File: src/rtl/irq_entry_seq_if.sv
// Bus master interface used by the interrupt-entry sequencer: a simple
// request/ready byte bus with 24-bit addressing.
interface irq_entry_seq_if;
    logic [23:0] bus_address;
    logic        bus_read;
    logic        bus_write;
    logic [7:0]  bus_data_out;
    logic [7:0]  bus_data_in;
    logic        bus_ready;

    modport master (
        output bus_address,
        output bus_read,
        output bus_write,
        output bus_data_out,
        input  bus_data_in,
        input  bus_ready
    );

    modport slave (
        input  bus_address,
        input  bus_read,
        input  bus_write,
        input  bus_data_out,
        output bus_data_in,
        output bus_ready
    );
endinterface

File: src/rtl/irq_entry_seq.sv
// S1C88 interrupt-entry sequencer. Accepts a request at an instruction
// boundary, acknowledges it, pushes CB/PCH/PCL/SC, fetches the vector word
// and hands the core its new PC/SP/SC with a single load strobe.
module irq_entry_seq #(
    parameter logic [23:0] VEC_BASE   = 24'h000000,
    parameter logic [7:0]  STACK_BANK = 8'h00
) (
    input  logic                  clk,
    input  logic                  reset,
    input  logic                  irq_req,
    input  logic                  irq_nmi,
    input  logic [1:0]            irq_priority,
    input  logic [4:0]            irq_vector,
    input  logic                  cpu_boundary,
    input  logic [15:0]           cpu_pc,
    input  logic [15:0]           cpu_sp,
    input  logic [7:0]            cpu_sc,
    input  logic [7:0]            cpu_cb,
    output logic                  irq_ack,
    output logic [4:0]            ack_vector,
    output logic                  busy,
    irq_entry_seq_if.master       bus,
    output logic                  load,
    output logic [15:0]           new_pc,
    output logic [15:0]           new_sp,
    output logic [7:0]            new_sc
);

    localparam logic [2:0] S_IDLE     = 3'd0;
    localparam logic [2:0] S_PUSH_CB  = 3'd1;
    localparam logic [2:0] S_PUSH_PCH = 3'd2;
    localparam logic [2:0] S_PUSH_PCL = 3'd3;
    localparam logic [2:0] S_PUSH_SC  = 3'd4;
    localparam logic [2:0] S_RD_VLO   = 3'd5;
    localparam logic [2:0] S_RD_VHI   = 3'd6;
    localparam logic [2:0] S_LOAD     = 3'd7;

    logic [2:0]  r_state;
    logic [4:0]  r_vec;
    logic [1:0]  r_prio;
    logic        r_nmi;
    logic [15:0] r_pc;
    logic [15:0] r_sp;
    logic [7:0]  r_sc;
    logic [7:0]  r_vlo;

    logic        r_ack;
    logic [4:0]  r_ack_vector;
    logic [23:0] r_addr;
    logic        r_rd;
    logic        r_wr;
    logic [7:0]  r_dout;
    logic        r_load;
    logic [15:0] r_new_pc;
    logic [15:0] r_new_sp;
    logic [7:0]  r_new_sc;

    logic        w_accept;
    logic [15:0] w_entry_sp;
    logic [15:0] w_sp_dec;
    logic [23:0] w_vec_addr;

    // Acceptance test and address arithmetic shared by the sequencer.
    // Stack pointer math is deliberately 16-bit so it wraps silently.
    always_comb begin
        w_accept   = cpu_boundary && irq_req &&
                     (irq_nmi || (irq_priority > cpu_sc[7:6]));
        w_entry_sp = cpu_sp - 16'd1;
        w_sp_dec   = r_sp - 16'd1;
        w_vec_addr = VEC_BASE + {18'd0, r_vec, 1'b0};
    end

    // Entry sequencer: every bus state holds its outputs until bus_ready.
    always_ff @(posedge clk) begin
        if (reset) begin
            r_state      <= S_IDLE;
            r_vec        <= 5'd0;
            r_prio       <= 2'd0;
            r_nmi        <= 1'b0;
            r_pc         <= 16'd0;
            r_sp         <= 16'd0;
            r_sc         <= 8'd0;
            r_vlo        <= 8'd0;
            r_ack        <= 1'b0;
            r_ack_vector <= 5'd0;
            r_addr       <= 24'd0;
            r_rd         <= 1'b0;
            r_wr         <= 1'b0;
            r_dout       <= 8'd0;
            r_load       <= 1'b0;
            r_new_pc     <= 16'd0;
            r_new_sp     <= 16'd0;
            r_new_sc     <= 8'd0;
        end else begin
            r_ack  <= 1'b0;
            r_load <= 1'b0;
            case (r_state)
                S_IDLE: begin
                    if (w_accept) begin
                        r_vec        <= irq_vector;
                        r_prio       <= irq_priority;
                        r_nmi        <= irq_nmi;
                        r_pc         <= cpu_pc;
                        r_sc         <= cpu_sc;
                        r_sp         <= w_entry_sp;
                        r_addr       <= {STACK_BANK, w_entry_sp};
                        r_dout       <= cpu_cb;
                        r_wr         <= 1'b1;
                        r_ack        <= 1'b1;
                        r_ack_vector <= irq_vector;
                        r_state      <= S_PUSH_CB;
                    end
                end
                S_PUSH_CB: begin
                    if (bus.bus_ready) begin
                        r_sp    <= w_sp_dec;
                        r_addr  <= {STACK_BANK, w_sp_dec};
                        r_dout  <= r_pc[15:8];
                        r_state <= S_PUSH_PCH;
                    end
                end
                S_PUSH_PCH: begin
                    if (bus.bus_ready) begin
                        r_sp    <= w_sp_dec;
                        r_addr  <= {STACK_BANK, w_sp_dec};
                        r_dout  <= r_pc[7:0];
                        r_state <= S_PUSH_PCL;
                    end
                end
                S_PUSH_PCL: begin
                    if (bus.bus_ready) begin
                        r_sp    <= w_sp_dec;
                        r_addr  <= {STACK_BANK, w_sp_dec};
                        r_dout  <= r_sc;
                        r_state <= S_PUSH_SC;
                    end
                end
                S_PUSH_SC: begin
                    if (bus.bus_ready) begin
                        r_wr    <= 1'b0;
                        r_rd    <= 1'b1;
                        r_addr  <= w_vec_addr;
                        r_state <= S_RD_VLO;
                    end
                end
                S_RD_VLO: begin
                    if (bus.bus_ready) begin
                        r_vlo   <= bus.bus_data_in;
                        r_addr  <= w_vec_addr + 24'd1;
                        r_state <= S_RD_VHI;
                    end
                end
                S_RD_VHI: begin
                    if (bus.bus_ready) begin
                        r_rd     <= 1'b0;
                        r_load   <= 1'b1;
                        r_new_pc <= {bus.bus_data_in, r_vlo};
                        // Working SP already sits at entry SP minus four.
                        r_new_sp <= r_sp;
                        r_new_sc <= {(r_nmi ? 2'b11 : r_prio), r_sc[5:0]};
                        r_state  <= S_LOAD;
                    end
                end
                S_LOAD: begin
                    r_state <= S_IDLE;
                end
                default: begin
                    r_rd    <= 1'b0;
                    r_wr    <= 1'b0;
                    r_state <= S_IDLE;
                end
            endcase
        end
    end

    assign irq_ack          = r_ack;
    assign ack_vector       = r_ack_vector;
    assign busy             = (r_state != S_IDLE);
    assign bus.bus_address  = r_addr;
    assign bus.bus_read     = r_rd;
    assign bus.bus_write    = r_wr;
    assign bus.bus_data_out = r_dout;
    assign load             = r_load;
    assign new_pc           = r_new_pc;
    assign new_sp           = r_new_sp;
    assign new_sc           = r_new_sc;

endmodule
File: src/flat_wrapper.sv
// flat-port wrapper written by rule: the top's interface ports become plain ports
module irq_entry_seq_flat 
#(
    parameter logic [23:0] VEC_BASE   = 24'h000000,
    parameter logic [7:0]  STACK_BANK = 8'h00
)
  (clk, reset, irq_req, irq_nmi, irq_priority, irq_vector, cpu_boundary, cpu_pc, cpu_sp, cpu_sc, cpu_cb, irq_ack, ack_vector, busy, load, new_pc, new_sp, new_sc, bus_bus_address, bus_bus_read, bus_bus_write, bus_bus_data_out, bus_bus_data_in, bus_bus_ready);
  irq_entry_seq_if bus_i ();
  input  logic clk;
  input  logic reset;
  input  logic irq_req;
  input  logic irq_nmi;
  input  logic [1:0] irq_priority;
  input  logic [4:0] irq_vector;
  input  logic cpu_boundary;
  input  logic [15:0] cpu_pc;
  input  logic [15:0] cpu_sp;
  input  logic [7:0] cpu_sc;
  input  logic [7:0] cpu_cb;
  output logic irq_ack;
  output logic [4:0] ack_vector;
  output logic busy;
  output logic load;
  output logic [15:0] new_pc;
  output logic [15:0] new_sp;
  output logic [7:0] new_sc;
  output wire logic [$bits(bus_i.bus_address)-1:0] bus_bus_address;
  output wire logic [$bits(bus_i.bus_read)-1:0] bus_bus_read;
  output wire logic [$bits(bus_i.bus_write)-1:0] bus_bus_write;
  output wire logic [$bits(bus_i.bus_data_out)-1:0] bus_bus_data_out;
  input wire logic [$bits(bus_i.bus_data_in)-1:0] bus_bus_data_in;
  input wire logic [$bits(bus_i.bus_ready)-1:0] bus_bus_ready;
  assign bus_bus_address = bus_i.bus_address;
  assign bus_bus_read = bus_i.bus_read;
  assign bus_bus_write = bus_i.bus_write;
  assign bus_bus_data_out = bus_i.bus_data_out;
  assign bus_i.bus_data_in = bus_bus_data_in;
  assign bus_i.bus_ready = bus_bus_ready;
  irq_entry_seq #(.VEC_BASE(VEC_BASE), .STACK_BANK(STACK_BANK)) u_core (.clk(clk), .reset(reset), .irq_req(irq_req), .irq_nmi(irq_nmi), .irq_priority(irq_priority), .irq_vector(irq_vector), .cpu_boundary(cpu_boundary), .cpu_pc(cpu_pc), .cpu_sp(cpu_sp), .cpu_sc(cpu_sc), .cpu_cb(cpu_cb), .irq_ack(irq_ack), .ack_vector(ack_vector), .busy(busy), .bus(bus_i), .load(load), .new_pc(new_pc), .new_sp(new_sp), .new_sc(new_sc));
endmodule
File: config.mk
export PLATFORM = sky130hd
export DESIGN_NAME = irq_entry_seq_flat
export DESIGN_NICKNAME = d
export VERILOG_FILES = /design/src/rtl/irq_entry_seq_if.sv /design/src/rtl/irq_entry_seq.sv /design/src/flat_wrapper.sv
export SDC_FILE = /design/constraint.sdc
export NUM_CORES = 1
export LEC_CHECK = 0
export ABC_CLOCK_PERIOD_IN_PS = 2500
export BUFFER_PORTS_ARGS = -buffer_cell sky130_fd_sc_hd__buf_2
export CAP_MARGIN = 20
export CORE_MARGIN = 2
export CORE_UTILIZATION = 53
export CTS_CLUSTER_SIZE = 40
export DETAILED_ROUTE_END_ITERATION = 8
export GPL_TIMING_DRIVEN = 0
export PLACE_DENSITY_LB_ADDON = 0.2
export SYNTH_ARGS = -nofsm -noshare
export SYNTH_HDL_FRONTEND = slang
export SYNTH_SLANG_ARGS = --single-unit
export TNS_END_PERCENT = 30
File: constraint.sdc
create_clock -name clk -period 2.5 [get_ports clk]
set_clock_uncertainty 0.05 [all_clocks]
set_input_delay 0.125 -clock clk [delete_from_list [all_inputs] [get_ports clk]]
set_output_delay 0.125 -clock clk [all_outputs]
set_load 0.02 [all_outputs]
==> flow_metrics.tcl <==
set metrics [dict create \
    crit_arrival_ps 2790 \
    setup_viol 0 \
    hold_class "in -> reg" \
    cts-buffers-inserted 17 \
    drc 0 \
    fp.dieW_um 108 \
    p_per_area_mw_per_mm2 1160 \
    cts-root-buf "clkbuf_8" \
    yosysMostFrequentCell "dfxtp_1" \
    io_buffers 140 \
    clkTransAtPathRegs_ps 60 \
    gr-usage-all-layers_pct 30.7 \
    min_period_ps 2460 \
    clock_path_buffers 2 \
    maxSlewHeadroom_pct 52.9 \
    synthArstFlopShare_pct 0 \
    drive_above_1_share_pct 27.5 \
    nNetsFinal 902 \
    rr_startpoint "u_core.r_sp[2]" \
    drtPass1Iterations 5 \
    insertion_delay_ps 510 \
    grt_pass1_wl_mm 27.9 \
    worst_pin_slew_ps 706 \
    syn_inst 607 \
    syn_area_sq_mm 0.00576 \
    use_met3_pct 6.87 \
    syn_area_per_cell_sq_um 9.48 \
    yosysTopAreaCell "dfxtp_1" \
    critPathCaptureType "flip-flop" \
    row_count 38 \
    busiest_layer "met2" \
    cts.sinks 127 \
    synth_cell_types 61 \
    drt-wirelength-per-cell_um 18.3 \
    cts_tree "yes" \
    antenna_left 0 \
    htree_levels 4 \
    detailedRoute.firstIterationViolations 452 \
    netlist_top_cells_area "dfxtp_1 (44%), mux2i_1 (7.3%), a22o_1 (6.8%), nor2_1 (5.9%), a211oi_1 (3.4%)" \
    die_area_sq_mm 0.0117 \
    maxCapViolCount 0 \
    synth_seq_cells 127 \
    die_h_um 108 \
    antenna_found_initial 0 \
    vias 5689 \
    synth_edf_count 0 \
    endpoint "u_core.r_sp[11]" \
    reg2reg_depth 7 \
    hpwl_mm 12.2 \
    slew_viol_final 0 \
    post-route-period-util_pct 98.4 \
    synth_warnings 0 \
    p_leak_uw 0.00349 \
    grt_util_met1_pct 38.1 \
    yosysTopAreaCellShare_pct 44.2 \
    use_met2_pct 50.5 \
    reg2reg_slack_ps 40 \
    initial_core_util_pct 53.8 \
    cp-startpoint "u_core.r_sp[2]" \
    synthTopCellsByCount "dfxtp_1 (127), nor2_1 (91), a22o_1 (45)" \
    yosys_most_used_dff "dfxtp_1" \
    worstPathMaxFanout 8 \
    worstSetupPathType "reg -> reg" \
    rsz0062_at_grt "true" \
    worstSetupStartpointType "flip-flop" \
    dpl.cell_count 894 \
    area_delta_synth_final_pct 36.8 \
    grt_max_degree 17 \
    grt_pass1_vias 5554 \
    fin_cells 977 \
    top_level_ports 151 \
    fmax_mhz 407 \
    drt_wl_total_mm 17.9 \
    ir_drop_uv 655 \
    worstPathRequired_ps 2830 \
    synth-seq-area-share_pct 44.2 \
    run_status "finished, final reports clean" \
    num_antenna_cells 0 \
    core_sq_mm 0.0107 \
    gp_congestion 0.939 \
    via_per_inst 5.82 \
    hold_viol_final 0 \
    grt_overflow_total 0 \
    r2r_end "u_core.r_sp[11]" \
    postLayoutCoreUtil_pct 73.6 \
]
critical path, stage by stage, from the launching register on:
cell      delay (ps)
dfxtp_1          320
buf_6            130
or4_1            460
buf_2            180
or4_4            550
o211a_1          240
a211oi_2         240
o32ai_2          130
stage by stage:
stage	power [uW]	cell area [sq um]	hold slack, ps	setup WS, ps	setup TNS, ps
after global placement	6090	6660	305	-544	-14320
after CTS	8920	7820	4.20	25.1	0
after detailed placement	6180	6660	309	-578	-17300
after floorplan	5190	5780	201	136	0
final	9150	7870	30.5	40.5	0
after global routing	9570	7870	45.5	-62.7	-289
sequential cells by signal (all words and copies together), names as in the netlist:
| signal | cells |
|---|---|
| u_core.bus.bus_address | 16 |
| u_core.bus.bus_data_out | 8 |
| u_core.bus.bus_read | 1 |
| u_core.bus.bus_write | 1 |
| u_core.irq_ack | 1 |
| u_core.load | 1 |
| u_core.new_pc | 16 |
| u_core.new_sc | 8 |
| u_core.new_sp | 16 |
| u_core.r_nmi | 1 |
| u_core.r_pc | 16 |
| u_core.r_prio | 2 |
| u_core.r_sc | 8 |
| u_core.r_sp | 16 |
| u_core.r_state | 3 |
| u_core.r_vec | 5 |
| u_core.r_vlo | 8 |
metal layers:
layer	up-vias	part of all wire, %
li1	2639	-
met1	2688	41
met2	289	48
met3	73	6.7
met4	0	4.1
met5	-	0
how the worst min path moves through the flow:
stage                             startpoint                    endpoint  depth (start not counted)
final                              cpu_cb[0]  u_core.bus.bus_data_out[0]                          3
after global routing               cpu_cb[0]  u_core.bus.bus_data_out[0]                          3
after CTS                      bus_bus_ready           u_core.r_state[2]                          3
after detailed placement  bus_bus_data_in[0]            u_core.new_pc[8]                          2
after global placement    bus_bus_data_in[6]           u_core.new_pc[14]                          2
after floorplan           bus_bus_data_in[2]           u_core.new_pc[10]                          1
where the power goes:
group / leakage [uW] / internal, uW / switching (uW)
logic: 0.00217 / 1690 / 2470
clock network: 0.000286 / 1590 / 889
registers: 0.00103 / 2310 / 214
placed cells by master (no fill, tap or decap), types with 10 or more instances in the layout:
cell and count:
buf_2 143, dfxtp_1 127, nor2_1 90, dlygate4sd3_1 48
a22o_1 45, mux2i_1 42, a211oi_1 25, clkbuf_1 23
a21oi_1 22, inv_1 17, o21ai_0 17, clkbuf_16 16
buf_4 14, xor2_1 14, nand2_1 13, nor3_1 12
clkbuf_8 10, a221oi_1 10
cells by family after synthesis:
kind of cell	Yosys count	synth area share, %
AOI/OAI and AO/OA	167	22.4
xor gates and xnor gates	21	3.20
adders and majority gates	8	1.74
buffers and inverters	77	7.17
DFF	127	44.2
muxes	42	7.30
other	1	0.0652
and+or+nand+nor	164	13.9
final cells by class:
type                       instances  area, sq um
clock inverter                    10          136
timing repair buffer             193         1220
fill                             810         2830
inverter                          17         63.8
buffer                            59          392
tap                              140          175
clock buffer                      21          459
multi-input combinational        410         2890
sequential                       127         2540
what timing repair did:
| item | in CTS | in global routing |
|---|---|---|
| hold buffers | 48 | 0 |
| hold endpoints to repair | 65 | 0 |
| buffers inserted | 5 | 0 |
| pin swaps | 2 | 1 |
| endpoints found under the setup margin | 68 | 59 |
| gates resized for setup | 17 | 19 |
(Power assumes the default switching activity.)
